===== src/rtl/pe_noc_pkg.sv =====
// Shared NoC packet definitions for the PE loader, packetizer and depacketizer.
package pe_noc_pkg;

  // PE node addresses
  localparam logic [3:0] PE1_ADDR = 4'b0001;
  localparam logic [3:0] PE2_ADDR = 4'b0101;
  localparam logic [3:0] PE3_ADDR = 4'b0011;
  localparam logic [3:0] PE4_ADDR = 4'b0111;
  localparam logic [3:0] PE5_ADDR = 4'b1100;
  localparam int         NUM_PE   = 5;

  // packet type codes
  localparam logic [1:0] TYPE_IFMAP  = 2'b00;
  localparam logic [1:0] TYPE_FILTER = 2'b01;
  localparam logic [1:0] TYPE_PSUM   = 2'b10;

  // field positions in a 64-bit packet
  localparam int DEST_LSB  = 60;
  localparam int DEST_W    = 4;
  localparam int SRC_LSB   = 56;
  localparam int SRC_W     = 4;
  localparam int TYPE_LSB  = 54;
  localparam int TYPE_W    = 2;
  localparam int PAYLOAD_W = 54;

  // PE index 0..4 -> node address; anything past the end maps to PE5
  function automatic logic [3:0] pe_addr(input logic [2:0] idx);
    case (idx)
      3'd0:    pe_addr = PE1_ADDR;
      3'd1:    pe_addr = PE2_ADDR;
      3'd2:    pe_addr = PE3_ADDR;
      3'd3:    pe_addr = PE4_ADDR;
      default: pe_addr = PE5_ADDR;
    endcase
  endfunction

endpackage


===== src/rtl/pkt_out_slot.sv =====
// One-entry output register with valid/ready handshake toward the NoC.
module pkt_out_slot #(
  parameter int PACKET_WIDTH = 64
) (
  input  logic                    clk,
  input  logic                    rst,
  input  logic                    load,
  input  logic [PACKET_WIDTH-1:0] load_data,
  input  logic                    pkt_ready,
  output logic [PACKET_WIDTH-1:0] pkt_out,
  output logic                    pkt_valid
);

  logic [PACKET_WIDTH-1:0] data_q, data_d;
  logic                    valid_q, valid_d;

  // load wins; otherwise hold until the NoC takes the packet
  always_comb begin
    data_d  = data_q;
    valid_d = valid_q && !pkt_ready;
    if (load) begin
      data_d  = load_data;
      valid_d = 1'b1;
    end
  end

  // slot register, cleared (data included) by reset
  always_ff @(posedge clk or posedge rst) begin
    if (rst) begin
      data_q  <= '0;
      valid_q <= 1'b0;
    end else begin
      data_q  <= data_d;
      valid_q <= valid_d;
    end
  end

  assign pkt_out   = data_q;
  assign pkt_valid = valid_q;

endmodule


===== src/rtl/pe_loader_tx.sv =====
// Layer loader: streams five filter rows then NUM_IFMAP_ROWS ifmap rows to the PEs as NoC packets.
module pe_loader_tx
  import pe_noc_pkg::*;
#(
  parameter int         PACKET_WIDTH   = 64,
  parameter int         FILTER_LENGTH  = 40,
  parameter int         IFMAP_LENGTH   = 25,
  parameter int         NUM_IFMAP_ROWS = 25,
  parameter logic [3:0] SRC_ADDR       = 4'b0000
) (
  input  logic                     clk,
  input  logic                     rst,
  input  logic                     start,
  input  logic [FILTER_LENGTH-1:0] filter_data,
  input  logic                     filter_valid,
  output logic                     filter_ready,
  input  logic [IFMAP_LENGTH-1:0]  ifmap_data,
  input  logic                     ifmap_valid,
  output logic                     ifmap_ready,
  output logic [PACKET_WIDTH-1:0]  pkt_out,
  output logic                     pkt_valid,
  input  logic                     pkt_ready,
  output logic                     busy,
  output logic                     done
);

  localparam int CNT_W = $clog2(NUM_IFMAP_ROWS + 1);

  typedef enum logic [1:0] {S_IDLE, S_FILTER, S_IFMAP, S_DONE} state_t;

  state_t                  state_q, state_d;
  logic [CNT_W-1:0]        cnt_q, cnt_d;
  logic                    slot_free, f_acc, i_acc, load;
  logic [2:0]              pe_idx;
  logic [PACKET_WIDTH-1:0] pkt_d;

  // state register and row counter
  always_ff @(posedge clk or posedge rst) begin
    if (rst) begin
      state_q <= S_IDLE;
      cnt_q   <= '0;
    end else begin
      state_q <= state_d;
      cnt_q   <= cnt_d;
    end
  end

  // handshakes, next state, counter and completion pulse
  always_comb begin
    slot_free    = !pkt_valid || pkt_ready;
    filter_ready = (state_q == S_FILTER) && slot_free;
    ifmap_ready  = (state_q == S_IFMAP) && slot_free;
    f_acc        = filter_ready && filter_valid;
    i_acc        = ifmap_ready && ifmap_valid;
    load         = f_acc || i_acc;
    state_d      = state_q;
    cnt_d        = cnt_q;
    done         = 1'b0;
    case (state_q)
      S_IDLE: if (start) begin
        state_d = S_FILTER;
        cnt_d   = '0;
      end
      S_FILTER: if (f_acc) begin
        if (cnt_q == CNT_W'(NUM_PE - 1)) begin
          state_d = S_IFMAP;
          cnt_d   = '0;
        end else begin
          cnt_d = cnt_q + CNT_W'(1);
        end
      end
      S_IFMAP: if (i_acc) begin
        if (cnt_q == CNT_W'(NUM_IFMAP_ROWS - 1)) begin
          state_d = S_DONE;
          cnt_d   = '0;
        end else begin
          cnt_d = cnt_q + CNT_W'(1);
        end
      end
      // wait for the final packet to leave before signalling completion
      S_DONE: if (pkt_valid && pkt_ready) begin
        state_d = S_IDLE;
        done    = 1'b1;
      end
      default: state_d = S_IDLE;
    endcase
  end

  // packet assembly; rows past PE4 all go to PE5
  always_comb begin
    pe_idx = (cnt_q >= CNT_W'(NUM_PE - 1)) ? 3'(NUM_PE - 1) : cnt_q[2:0];
    pkt_d  = '0;
    pkt_d[DEST_LSB +: DEST_W] = pe_addr(pe_idx);
    pkt_d[SRC_LSB +: SRC_W]   = SRC_ADDR;
    if (state_q == S_FILTER) begin
      pkt_d[TYPE_LSB +: TYPE_W]    = TYPE_FILTER;
      pkt_d[FILTER_LENGTH-1:0]     = filter_data;
    end else begin
      pkt_d[TYPE_LSB +: TYPE_W]    = TYPE_IFMAP;
      pkt_d[IFMAP_LENGTH-1:0]      = ifmap_data;
    end
  end

  assign busy = (state_q != S_IDLE);

  pkt_out_slot #(.PACKET_WIDTH(PACKET_WIDTH)) u_slot (
    .clk       (clk),
    .rst       (rst),
    .load      (load),
    .load_data (pkt_d),
    .pkt_ready (pkt_ready),
    .pkt_out   (pkt_out),
    .pkt_valid (pkt_valid)
  );

endmodule

===== config.mk =====
export PLATFORM = sky130hd
export DESIGN_NAME = pe_loader_tx
export DESIGN_NICKNAME = d
export VERILOG_FILES = /design/src/rtl/pe_noc_pkg.sv /design/src/rtl/pkt_out_slot.sv /design/src/rtl/pe_loader_tx.sv
export SDC_FILE = /design/constraint.sdc
export NUM_CORES = 1
export LEC_CHECK = 0
export ABC_AREA = 1
export CORE_ASPECT_RATIO = 1.1
export CORE_UTILIZATION = 38
export CTS_CLUSTER_SIZE = 10
export DETAILED_ROUTE_END_ITERATION = 8
export PLACE_DENSITY = 0.78
export SETUP_SLACK_MARGIN = 0.1
export SYNTH_ARGS = -nofsm -noshare
export SYNTH_HDL_FRONTEND = slang
export SYNTH_SLANG_ARGS = --single-unit

===== constraint.sdc =====
create_clock -name clk -period 2.02 [get_ports clk]
set_clock_uncertainty 0.1 [all_clocks]
set_input_delay 0.606 -clock clk [delete_from_list [all_inputs] [get_ports clk]]
set_output_delay 0.606 -clock clk [all_outputs]
set_load 0.05 [all_outputs]

Word-level counts from Yosys, hierarchy flattened
Cells that the tools add are included.
{ "classes": {"add_sub_neg": 1, "n_shift": 0, "n_lt_le_gt_ge": 1, "n_reduce_logical": 16, "mux": 21, "n_eq_ne": 14, "mul": 0, "bitwise_logic": 0, "div": 0} }
{ "op_table": {"columns": ["cell", "n"], "rows": [
  ["two-way mux 25 bit", 1],
  ["two-way mux 5 bit", 5],
  ["one-hot mux 4 bit (4 select lines)", 1],
  ["two-way mux 15 bit", 1],
  ["one-hot mux 5 bit (3 select lines)", 1],
  ["two-way mux 2 bit", 6],
  ["!= test 2 bit, second input constant", 5],
  ["one-hot mux 2 bit (4 select lines)", 1],
  ["== test 3 x 2 -> 1 bit, second input constant", 2],
  ["logical AND 1 bit", 6],
  ["AND reduction 6 bit", 1],
  ["adder 5 x 1 -> 5 bit, second input constant", 1],
  ["== test 5 x 3 -> 1 bit, second input constant", 1],
  ["== test 5 bit, second input constant", 1],
  [">= comparator 5 x 3 -> 1 bit, second input constant", 1],
  ["== test 2 bit, second input constant", 2],
  ["two-way mux 1 bit", 4],
  ["AND reduction 4 bit", 1],
  ["== test 3 x 1 -> 1 bit, second input constant", 1],
  ["logical NOT 3 bit", 1],
  ["two-way mux 3 bit", 1],
  ["nonzero test 3 bit", 1],
  ["== test 2 x 1 -> 1 bit, second input constant", 1],
  ["logical NOT 1 bit", 2],
  ["other kinds (4)", 5]
]} }
{ "word_totals": {"n_memories": 0, "rom_bits": 0, "in_bits": 71, "latch_bits": 0, "register_bits": 54, "word_cells": 57, "ramBits": 0, "output_inout_bits": 69} }

Logic depth before layout (Yosys ltp)
{ "logic_depth": {"ltp_word": 6, "ltp_mapped": 11, "ltp_nobuf": 11} }

Hierarchy
From an unflattened synthesis, not the netlist that was laid out.
{ "unflattened": {"hier_cells": 489, "area_unflattened_um2": 3648.5} }
{ "by_module_without_submodules": {"columns": ["module", "instances", "seq_area_each_um2", "area_each_um2", "cells_each"], "rows": [
  ["pkt_out_slot", 1, 1626.6, 2521.2, 276],
  ["pe_loader_tx", 1, 175.2, 1127.3, 213]
]} }

Least setup slack after synthesis
No wires, ideal clock.
{ "synth_timing": {"path_kind": "register -> output", "from": "reg u_slot.valid_q (netlist: u_slot.pkt_valid)", "to": "out done", "path_slack_ns": -0.561, "n_path_buf": 0, "arrival_ns": 1.875, "required_time_ns": 1.314, "path_stages_with_launch": 3, "cell_sequence": "dfrtp_1 inv_2 nor3_1"} }
{ "synth_between": {"elab_chain_len": 3} }
{ "synth_rtl": {"columns": ["element", "line", "text"], "rows": [
  ["start: declaration", "pkt_out_slot.sv:15", "logic valid_q, valid_d;"],
  ["start signal: assignment", "pkt_out_slot.sv:34", "valid_q <= valid_d;"],
  ["logical AND 1 bit", "pe_loader_tx.sv:81", "S_DONE: if (pkt_valid && pkt_ready) begin"],
  ["two-way mux 1 bit", "pe_loader_tx.sv:81", null],
  ["two-way mux 1 bit", "pe_loader_tx.sv:59", "case (state_q)"],
  ["end: declaration", "pe_loader_tx.sv:24", "output logic done"]
]} }
No other way between the ends.

Final worst setup path
{ "layout_timing": {"from": "reg state_q[1]", "to": "out filter_ready"} }
{ "layout_between": {"elab_chain_len": 2} }
{ "layout_rtl": {"columns": ["element", "line", "text"], "rows": [
  ["start: declaration", "pe_loader_tx.sv:31", "state_t state_q, state_d;"],
  ["start signal: assignment", "pe_loader_tx.sv:43", "state_q <= state_d;"],
  ["== test 2 x 1 -> 1 bit", "pe_loader_tx.sv:51", "filter_ready = (state_q == S_FILTER) && slot_free;"],
  ["logical AND 1 bit", "pe_loader_tx.sv:51", null],
  ["end: declaration", "pe_loader_tx.sv:16", "output logic filter_ready,"]
]} }
No other way between the ends.

==> impl.org <==
** Floorplan
- Floorplan die area :: 0.008266 mm^2
- Effective utilization at floorplan :: around 40%
- Core Region :: 0.007556 mm^2
- Measured along the x axis, the die boundary spans 86.78 um.
- The floorplan has 33 rows.
- Die outline height :: 95.26 um
- During I/O placement, the number of pins put on the boundary was between 100 and 150.

** Min path
- Class of the tightest hold or removal check :: reg2reg

** Yosys
- sky130_fd_sc_hd__nand2_1 is the most common cell in the netlist.
- The share of synthesized area in the top cell type comes to 44.15%.
- After synthesis the netlist holds a flip-flop and latch count of 53.
- The Yosys step of the flow raised 0 warnings.
- Main area contributors after synthesis :: sky130_fd_sc_hd__dfrtp_1, sky130_fd_sc_hd__nand2_1, sky130_fd_sc_hd__o21ai_2
- Count of unique library cells instantiated by Yosys :: 27
- Top flip-flop cell by instance count after synthesis :: sky130_fd_sc_hd__dfrtp_1
- Sequential elements use 44.15% of the synthesized area.
- By count the netlist is led by sky130_fd_sc_hd__nand2_1, sky130_fd_sc_hd__dfrtp_1, sky130_fd_sc_hd__o21ai_2.
- Proportion of register bits with asynchronous set or reset after synthesis :: 100.0%
- The largest total area in the synthesized netlist belongs to sky130_fd_sc_hd__dfrtp_1.
- Area of the mapped netlist :: 0.003004 mm^2
- Average footprint of a synthesized cell :: 8.733 um^2
- Synthesis produced a netlist whose cell count is 344.
- The synthesized design contains 0 enable-type register cells.

** Clock network
- Clock tree synthesis selected as its root buffer the cell sky130_fd_sc_hd__clkbuf_8.
- CTS tree :: done
- The H-tree generated during clock tree synthesis spans 2 levels.
- Clk sink count :: 53
- Clock insertion delay at the later pin of the skew report :: 0.29 ns
- After clock tree synthesis, the clock-pin slew on the worst setup and hold paths is ~0.10 ns.
- Total CTS buffers :: 5
- Maximum clock path buffer count :: 2
- Number of buffers added to fix hold violations after cts :: 0

** Global route
- Global-route total usage across every layer :: 17.03%
- Entering global routing, the biggest net connects 43 pins.
- Vias in the first global route :: 2565
- The number of antenna violations at the first check in global routing is 0.
- Grt ovf :: 0
- Global-route wire length before repair :: around 11000 um

** Setup path
- Worst setup EP type :: output port
- The critical path is of the reg2out type.
- Top Family by Delay on Critical Path :: flip-flops
- In this design, the critical path's most frequently occurring cell is sky130_fd_sc_hd__inv_2.
- Worst Path Arrival :: 1.32 ns
- Largest fanout on the critical path :: 4
- The signal on the critical path passes through inv_2, ha_4, inv_2, nor2_4, buf_12.
- STA classifies the critical path startpoint as a flop.
- STA puts the critical path data required time at 1.31 ns.
- The number of buffers and inverters on the critical path is 3.
- The slowest stage of the critical path is the sky130_fd_sc_hd__dfrtp_1 cell.
- For this run, the slowest stage of the critical path takes 0.44 ns.

** Drt
- DR iter-0 viols :: between 50 and 60
- The detail route stage leaves a number of antenna-violating nets equal to 0.
- Wire length after detailed routing :: 6894 um
- For this run, design rule violations remaining after detail routing come to 0.
- Number of optimization iterations in the first detailed-route pass :: 4
- Dividing the detail-routed wire length by the instance count gives 11.93 um.
- Routed via count :: 2618
- Ratio of routed vias to standard cells :: approximately 4.5

** Timing
- Final setup violation count :: 1
- Unrepaired setup endpoints after global routing :: yes
- Crit path time final :: just over 2 ns
- Endpoints failing hold :: 0
- The tightest hold path in the finished design has a slack of 0.3840 ns.
- The final number of max-transition violations was 0.
- Fin worst setup slack :: -0.007227 ns
- Of the available clock period, the critical path in the final layout requires 100.4%.
- Max Fclk :: around 490 MHz

** Layout
- Post-Route Utilization :: between 50 and 60%
- Net total in the final layout :: ~550
- 0 antenna diodes ended up in the layout.
- Area added between synthesis and finish :: 45.23%
- In the final layout, the share of cells above drive strength 1 is 30.23%.

** Pwr
- Across the VDD grid, the largest voltage drop is 1.164 mV.
- Summed over all nets, the switching power comes to between 4000 and 5000 uW.
- The analysis attributes to cell leakage a power of approximately 0.0021 uW.
- Internal power consumption :: 3546 uW
- The clock network accounts for under 10% of the total power.
- Of the total power, the share spent switching nets is 53.32%.
- Power per standard cell area :: 1741 mW/mm^2
- Part of the power in combinational logic :: 67.3%
- Registers are responsible for between 20% and 30% of the overall power.

** Placement
- Weighted congestion at the end of routability-driven global placement :: 0.7900
- Once detailed placement completed, the half-perimeter wirelength came to 5323 um.
- In this run the tool buffered the top-level ports with 120 buffer cells.

** Run
- Max cap viols :: 0

** Status
- The flow ran to the end, but the final reports show violations.
- The final reports fail on negative setup slack.
-- final timing paths --
check,slack (ns),startpoint,cells past startpoint,end
max,-0.007,state_q[1]$_DFFE_PP0P_,5,filter_ready
min,0.38,u_slot.pkt_out[60]$_DFFE_PP0P_,2,u_slot.pkt_out[60]$_DFFE_PP0P_
max reg2reg,0.13,state_q[1]$_DFFE_PP0P_,7,cnt_q[3]$_DFFE_PP0P_
min reg2reg,0.38,u_slot.pkt_out[60]$_DFFE_PP0P_,2,u_slot.pkt_out[60]$_DFFE_PP0P_
max in group asynchronous,0.90,rst,3,state_q[0]$_DFFE_PP0P_
min in group asynchronous,0.63,rst,3,u_slot.pkt_out[28]$_DFFE_PP0P_
-- placed cells by master, fill, tap and decap left out, types with 3 or more instances in the layout --
master | Yosys | routed
sky130_fd_sc_hd__nor2_1 | 13 | 12
sky130_fd_sc_hd__or2_2 | 7 | 7
sky130_fd_sc_hd__ha_1 | 8 | 6
sky130_fd_sc_hd__o21ai_2 | 26 | 26
sky130_fd_sc_hd__inv_2 | 3 | 7
sky130_fd_sc_hd__inv_1 | 19 | 14
sky130_fd_sc_hd__buf_4 | 21 | 61
sky130_fd_sc_hd__nor2_4 | 2 | 3
sky130_fd_sc_hd__buf_12 | 0 | 7
sky130_fd_sc_hd__a21oi_1 | 4 | 4
sky130_fd_sc_hd__o21ai_0 | 22 | 22
sky130_fd_sc_hd__nand2_2 | 12 | 12
sky130_fd_sc_hd__clkbuf_8 | 0 | 6
sky130_fd_sc_hd__nand2_1 | 78 | 78
sky130_fd_sc_hd__conb_1 | 1 | 19
sky130_fd_sc_hd__nand3_1 | 25 | 25
sky130_fd_sc_hd__dfrtp_1 | 53 | 52
sky130_fd_sc_hd__or2_1 | 19 | 19
sky130_fd_sc_hd__clkdlybuf4s50_1 | 0 | 69
sky130_fd_sc_hd__o21ai_1 | 5 | 5
-- worst register-to-register path: stages, from the launching register on --
cell	delay, ns
sky130_fd_sc_hd__dfrtp_1	0.44
sky130_fd_sc_hd__inv_2	0.12
sky130_fd_sc_hd__ha_4	0.14
sky130_fd_sc_hd__buf_4	0.36
sky130_fd_sc_hd__nand2_1	0.14
sky130_fd_sc_hd__a21oi_1	0.33
sky130_fd_sc_hd__nand3_1	0.13
sky130_fd_sc_hd__nand2_1	0.07
-- final cells by class --
class                           instances  area, um^2
Fill cell                             685        3193
Multi-Input combinational cell        251        1413
Sequential cell                        53        1328
Timing Repair Buffer                  138        1300
Tap cell                              105       131.4
Inverter                               23       95.09
Clock buffer                            6       82.58
Clock inverter                          2       13.76
-- what timing repair did --
item | in CTS | in global routing
endpoints found under the setup margin | 8 | 8
setup buffers | 3 | 0
gates resized for setup | 12 | 0
pin swaps | 4 | 0
endpoints found under the hold margin | 0 | 0
cloned | 0 | 0
-- per-layer routing --
| layer | up-vias | part of all wire [%] | GRT usage (%) |
|---|---|---|---|
| li1 | 1305 | - | - |
| met1 | 1222 | 43 | 20.12 |
| met2 | 87 | 50 | 31.94 |
| met3 | 4 | 5.9 | 3.377 |
| met4 | 0 | 0.70 | 3.472 |
| met5 | - | 0 | 0 |
-- registers in the layout (all words and copies together) (netlist names) --
register	count
cnt_q	5
state_q	2
u_slot.pkt_out	45
u_slot.pkt_valid	1
-- power groups by stage --
stage               Clock, uW  Sequential (uW)  Combinational [uW]
CTS                       647             1880                5170
floorplan                   0             3430                2060
global route              679             1940                5460
global placement            0             1870                4980
detailed placement          0             1880                5090
finish                    611             1870                5110
-- logic make-up (layout without fill, tap and decap cells) --
kind of cell | after synthesis | count (layout) | share of synthesized area, %
buf+inv | 58 | 169 | 12.54
simple gates | 163 | 163 | 26.03
fa+ha+maj | 8 | 8 | 3.332
compound gates | 59 | 59 | 13.24
xor+xnor | 2 | 2 | 0.5832
flops | 53 | 53 | 44.15
other cells | 1 | 19 | 0.1248
-- per-stage QoR --
| stage | instances | setup slack, ns | power (uW) | TNS (ns) | cell area, um^2 |
|---|---|---|---|---|---|
| after floorplan | 362 | 0.04211 | 5483 | 0 | 3094 |
| after global placement | 567 | -0.2369 | 6848 | -5.748 | 4217 |
| after detailed placement | 567 | -0.2675 | 6971 | -7.498 | 4217 |
| after CTS | 578 | -0.02465 | 7693 | -0.04546 | 4363 |
| after global routing | 578 | -0.07381 | 8077 | -0.2946 | 4363 |
| final | 578 | -0.007227 | 7595 | -0.007227 | 4363 |
(Power assumes the default switching activity.)
